**config.mk**
```make
export PLATFORM = sky130hd
export DESIGN_NAME = nrzi_decode_ap_flat
export DESIGN_NICKNAME = d
export VERILOG_FILES = /design/src/rtl/nrzi_decode_ap_if.sv /design/src/rtl/nrzi_decode_ap.sv /design/src/flat_wrapper.sv
export SDC_FILE = /design/constraint.sdc
export NUM_CORES = 1
export LEC_CHECK = 0
export CAP_MARGIN = 0
export CORE_AREA = 5 5 42 44
export DETAILED_ROUTE_END_ITERATION = 8
export DIE_AREA = 0 0 47 49
export PLACE_DENSITY = 0.69
export SYNTH_ARGS = -nofsm -noshare
export SYNTH_HDL_FRONTEND = slang
export SYNTH_SLANG_ARGS = --single-unit
export TNS_END_PERCENT = 100
```
**constraint.sdc**
```tcl
create_clock -name gclk -period 1.6 [get_ports gclk]
set_input_delay 0.32 -clock gclk [delete_from_list [all_inputs] [get_ports gclk]]
set_output_delay 0.32 -clock gclk [all_outputs]
set_load 0.005 [all_outputs]
```
**src/rtl/nrzi_decode_ap_if.sv**
```systemverilog
// Receive-side line/decoded-bit bundle between the sampler, the NRZI decoder and the PID logic.
// The master drives the sampled line; the slave (decoder) returns decoded bits and status.
interface nrzi_decode_ap_if;
  logic rx_data_in;
  logic rx_data_valid;
  logic rx_data_out;
  logic rx_bit_valid;
  logic rx_active;
  logic sync_det;
  logic stuff_err;

  modport master (
    output rx_data_in,
    output rx_data_valid,
    input  rx_data_out,
    input  rx_bit_valid,
    input  rx_active,
    input  sync_det,
    input  stuff_err
  );

  modport slave (
    input  rx_data_in,
    input  rx_data_valid,
    output rx_data_out,
    output rx_bit_valid,
    output rx_active,
    output sync_det,
    output stuff_err
  );
endinterface

```
**src/rtl/nrzi_decode_ap.sv**
```systemverilog
// USB full-speed receive path: NRZI decode, SYNC detection and bit unstuffing, one bit per gclk.
// All outputs are registered; a sample's response appears the cycle after it is captured.
module nrzi_decode_ap #(
  parameter int unsigned STUFF_LEN      = 6,
  parameter int unsigned SYNC_MIN_ZEROS = 6
) (
  input logic              gclk,
  input logic              reset,
  nrzi_decode_ap_if.slave  bus
);

  localparam int unsigned OnesW = $clog2(STUFF_LEN + 1);

  typedef enum logic [1:0] {StIdle, StHunt, StActive, StError} state_e;

  state_e           state_q, state_d;
  logic             prev_level_q, prev_level_d;
  logic [2:0]       zero_cnt_q, zero_cnt_d;
  logic [OnesW-1:0] ones_cnt_q, ones_cnt_d;
  logic             data_out_q, data_out_d;
  logic             bit_valid_q, bit_valid_d;
  logic             active_q, active_d;
  logic             sync_q, sync_d;
  logic             err_q, err_d;
  logic             dbit;

  // Unchanged line level decodes to 1, a transition to 0.
  assign dbit = (bus.rx_data_in == prev_level_q);

  always_comb begin
    state_d      = state_q;
    prev_level_d = bus.rx_data_valid ? bus.rx_data_in : 1'b1;
    zero_cnt_d   = zero_cnt_q;
    ones_cnt_d   = ones_cnt_q;
    data_out_d   = data_out_q;
    bit_valid_d  = 1'b0;
    active_d     = active_q;
    sync_d       = 1'b0;
    err_d        = 1'b0;

    if (!bus.rx_data_valid) begin
      state_d    = StIdle;
      zero_cnt_d = '0;
      ones_cnt_d = '0;
      active_d   = 1'b0;
    end else begin
      unique case (state_q)
        StIdle, StHunt: begin
          state_d = StHunt;
          if (!dbit) begin
            if (zero_cnt_q != 3'd7) zero_cnt_d = zero_cnt_q + 3'd1;
          end else if (32'(zero_cnt_q) >= SYNC_MIN_ZEROS) begin
            state_d    = StActive;
            sync_d     = 1'b1;
            active_d   = 1'b1;
            // The SYNC's closing 1 already counts toward the stuffing run.
            ones_cnt_d = OnesW'(1);
            zero_cnt_d = '0;
          end else begin
            zero_cnt_d = '0;
          end
        end
        StActive: begin
          if (ones_cnt_q < OnesW'(STUFF_LEN)) begin
            data_out_d  = dbit;
            bit_valid_d = 1'b1;
            ones_cnt_d  = dbit ? ones_cnt_q + OnesW'(1) : '0;
          end else if (!dbit) begin
            ones_cnt_d = '0;
          end else begin
            err_d      = 1'b1;
            state_d    = StError;
            active_d   = 1'b0;
            ones_cnt_d = '0;
          end
        end
        StError: begin
          // Samples ignored until the line goes idle.
        end
        default: state_d = StIdle;
      endcase
    end
  end

  always_ff @(posedge gclk) begin
    if (reset) begin
      state_q      <= StIdle;
      prev_level_q <= 1'b1;
      zero_cnt_q   <= '0;
      ones_cnt_q   <= '0;
      data_out_q   <= 1'b0;
      bit_valid_q  <= 1'b0;
      active_q     <= 1'b0;
      sync_q       <= 1'b0;
      err_q        <= 1'b0;
    end else begin
      state_q      <= state_d;
      prev_level_q <= prev_level_d;
      zero_cnt_q   <= zero_cnt_d;
      ones_cnt_q   <= ones_cnt_d;
      data_out_q   <= data_out_d;
      bit_valid_q  <= bit_valid_d;
      active_q     <= active_d;
      sync_q       <= sync_d;
      err_q        <= err_d;
    end
  end

  assign bus.rx_data_out  = data_out_q;
  assign bus.rx_bit_valid = bit_valid_q;
  assign bus.rx_active    = active_q;
  assign bus.sync_det     = sync_q;
  assign bus.stuff_err    = err_q;

endmodule
```
**src/flat_wrapper.sv**
```systemverilog
// flat-port wrapper written by rule: the top's interface ports become plain ports
module nrzi_decode_ap_flat 
#(
  parameter int unsigned STUFF_LEN      = 6,
  parameter int unsigned SYNC_MIN_ZEROS = 6
)
  (gclk, reset, bus_rx_data_in, bus_rx_data_valid, bus_rx_data_out, bus_rx_bit_valid, bus_rx_active, bus_sync_det, bus_stuff_err);
  nrzi_decode_ap_if bus_i ();
  input logic gclk;
  input logic reset;
  input wire logic [$bits(bus_i.rx_data_in)-1:0] bus_rx_data_in;
  input wire logic [$bits(bus_i.rx_data_valid)-1:0] bus_rx_data_valid;
  output wire logic [$bits(bus_i.rx_data_out)-1:0] bus_rx_data_out;
  output wire logic [$bits(bus_i.rx_bit_valid)-1:0] bus_rx_bit_valid;
  output wire logic [$bits(bus_i.rx_active)-1:0] bus_rx_active;
  output wire logic [$bits(bus_i.sync_det)-1:0] bus_sync_det;
  output wire logic [$bits(bus_i.stuff_err)-1:0] bus_stuff_err;
  assign bus_i.rx_data_in = bus_rx_data_in;
  assign bus_i.rx_data_valid = bus_rx_data_valid;
  assign bus_rx_data_out = bus_i.rx_data_out;
  assign bus_rx_bit_valid = bus_i.rx_bit_valid;
  assign bus_rx_active = bus_i.rx_active;
  assign bus_sync_det = bus_i.sync_det;
  assign bus_stuff_err = bus_i.stuff_err;
  nrzi_decode_ap #(.STUFF_LEN(STUFF_LEN), .SYNC_MIN_ZEROS(SYNC_MIN_ZEROS)) u_core (.gclk(gclk), .reset(reset), .bus(bus_i));
endmodule
```
==> results of run 1 <==
## cell usage after synthesis, types with 2 or more instances
library cell  count  area share, %
dfxtp_1          14             47
o211ai_1          3            3.7
o31ai_1           2            2.5
nand4_1           2            2.1
o22ai_1           3            3.1
nand2_1           7            4.4
a31oi_1           2            2.1
nand2b_1          4            4.2
nor2_1            2            1.2
ha_1              3            6.2
a21oi_1           5            4.2
nor2b_1           3            3.1
## registers in the layout, summed over array words and instances, names as in the netlist
name	flops
u_core.ones_cnt_q	3
u_core.bus.sync_det	1
u_core.bus.rx_bit_valid	1
u_core.bus.rx_data_out	1
u_core.state_q	2
u_core.bus.rx_active	1
u_core.prev_level_q	1
u_core.zero_cnt_q	3
u_core.bus.stuff_err	1
## cells by family (layout without fill, tap and decap cells)
group / after synthesis / after routing / synth area share (%)
DFF: 14 / 14 / 46.6
adders and majority gates: 3 / 3 / 6.24
and+or+nand+nor: 27 / 27 / 24.7
AOI/OAI and AO/OA: 16 / 16 / 16.4
xor gates and xnor gates: 2 / 2 / 2.91
buffers and inverters: 3 / 20 / 3.12
## worst register-to-register path, stage by stage, from the launching register on
cell and delay (ns):
dfxtp_1 0.34, ha_1 0.19, ha_1 0.20, or3_1 0.40, o22ai_1 0.17
## layer usage
layer	GRT usage, %	up-vias
met5	0	-
met4	6.91	0
met3	3.32	2
met2	16.1	10
met1	16.9	221
li1	-	275
## cell type report
cell class,instances,area share (%)
Clock buffer,4,4.68
Inverter,1,0.484
Multi-Input combinational cell,48,39.0
Sequential cell,14,36.1
Tap cell,16,2.58
Timing Repair Buffer,15,17.1
## stage by stage
stage                     util, %  instance area (µm²)  setup slack, ns  instances
final                        55.4                  776            0.165         98
after global routing         55.4                  776           0.0962         98
after CTS                    55.4                  776            0.150         98
after detailed placement     52.8                  739          -0.0879         94
after global placement       52.8                  739          -0.0674         94
after floorplan                 -                  602            0.324         65
## worst paths after layout
path                                           start                    to  slack [ns]  cells after the start
worst max-delay path            u_core.bus.rx_active         bus_rx_active        0.16                      1
worst min-delay path            u_core.bus.rx_active  u_core.bus.rx_active        0.48                      2
worst max register to register  u_core.zero_cnt_q[1]  u_core.zero_cnt_q[1]        0.23                      4
worst min register to register  u_core.bus.rx_active  u_core.bus.rx_active        0.48                      2
## power breakdown
part	switching, µW	total (µW)	internal (µW)
combinational	22.9	50.3	27.5
sequential	2.51	355	352
clock	113	251	138
==> results.yml, run 1 <==
drt:
  top_layer: "met4"
  avgRoutedWirePerCell_um: 11.8
  route.met3.wl_um: 53
  wl_mm: 1.16
  vias: 508
  dr.first_iter.drc_count: 5
  firstDrtPassIters: 4
  viasPerCell: 5.18
  ant_nets: 0
  met2_length_um: 494
  wirelength_met1_um: 599
  drc: 0
placed_design:
  place.gp.congestion: 0.759
  portBuffers: 8
  dp_hpwl_um: 873
cells_and_area:
  fillCellCount: 146
  regArea_um2: 280
  area.growth.synth_to_final_pct: 28.9
  layout_commonest_cell: "dfxtp_1"
  multi_input_area_um2: 303
  drive_above_1_share_pct: 14.6
  final_cell_mix: "dfxtp_1, clkdlybuf4s50_1, nand2_1, buf_4, a21oi_1"
  nets: 90
  antenna_cells: 0
floorplanning:
  die_h_um: 49
  rows: 14
  initial_core_util_pct: 42.9
  die_w_um: 47
  io_pins: 9
  dieArea_um2: 2300
  coreArea_um2: 1400
clock_network:
  clock_sinks: 14
  post_cts_buffers: 0
  htreeDepth: 1
  cts_buffer_depth: 2
  clkSlewWorstSetupHoldPaths_ns: 0.08
  post_cts_resized: 0
  clkLatencyLatePin_ns: 0.27
  cts_root_buf: "clkbuf_4"
  cts_tree: "built"
  postCtsHoldBufs: 0
  numCtsBuffers: 3
pwr:
  power_density_nw_per_um2: 846
  p_total_uw: 656
  p_leak_uw: 0.000288
  peakVddDrop_v: 0.000437
synth:
  ys_warn_count: 0
  ys_types: 27
  synth_seq_area_share_pct: 46.6
  syn-cell-area_um2: 602
  ys_ff_latch: 14
  syn_nets: 72
  synth_edf_count: 0
  synth_flop_cell: "dfxtp_1"
  avgSynthCellArea_um2: 9.26
  syn-instance-count: 65
  async_flop_share_pct: 0
global_routing:
  grt_max_degree: 9
  grtUsageTotal_pct: 12.1
  grt_pass1_vias: 458
  antenna_found_initial: 0
  grt_pass1_wl_mm: 2.01
  grt-ovfl-total: 0
timing:
  max_slew_margin_pct: 78.9
  fin_crit_sh_pct: 89.7
  rsz0062_at_grt: "no"
  fin_setup_tns_ns: 0
  slew_violations: 0
  finalHoldViolCount: 0
  setup_violations: 0
  finalClockSkew_ns: 0.00690
  worst_pin_slew_ns: 0.315
  period_minus_slack_ns: 1.44
  fmax_ghz: 0.697
  whs_ns: 0.484
worst_hold_path:
  hp-class: "reg -> reg"
run:
  maxCapViolCount: 0
setup_path:
  crit_fanout: 2
  required_ns: 1.28
  cp_slowest_cell: "clkdlybuf4s50_1"
  end_kind: "output port"
  critPathKind: "reg -> out"
  crit_chain: "clkdlybuf4s50_1"
  worst_ep_arrival_time_ns: 1.12
  critPathMaxStageDelay_ns: 0.50
  path_buf_inv: 1
  crit_path_start_kind: "register"
  crit_family: "buffers and inverters"
outcome:
  status: "completed"
Note: power is estimated with default switching activity, not from simulation.
==> inputs of run 2 (changes only) <==
Settings changed: ABC_CLOCK_PERIOD_IN_PS from default to 1600, SLEW_MARGIN from default to 10.
==> results of run 2 <==
The final DEF is identical to that of run 1; final timing and power are the same.
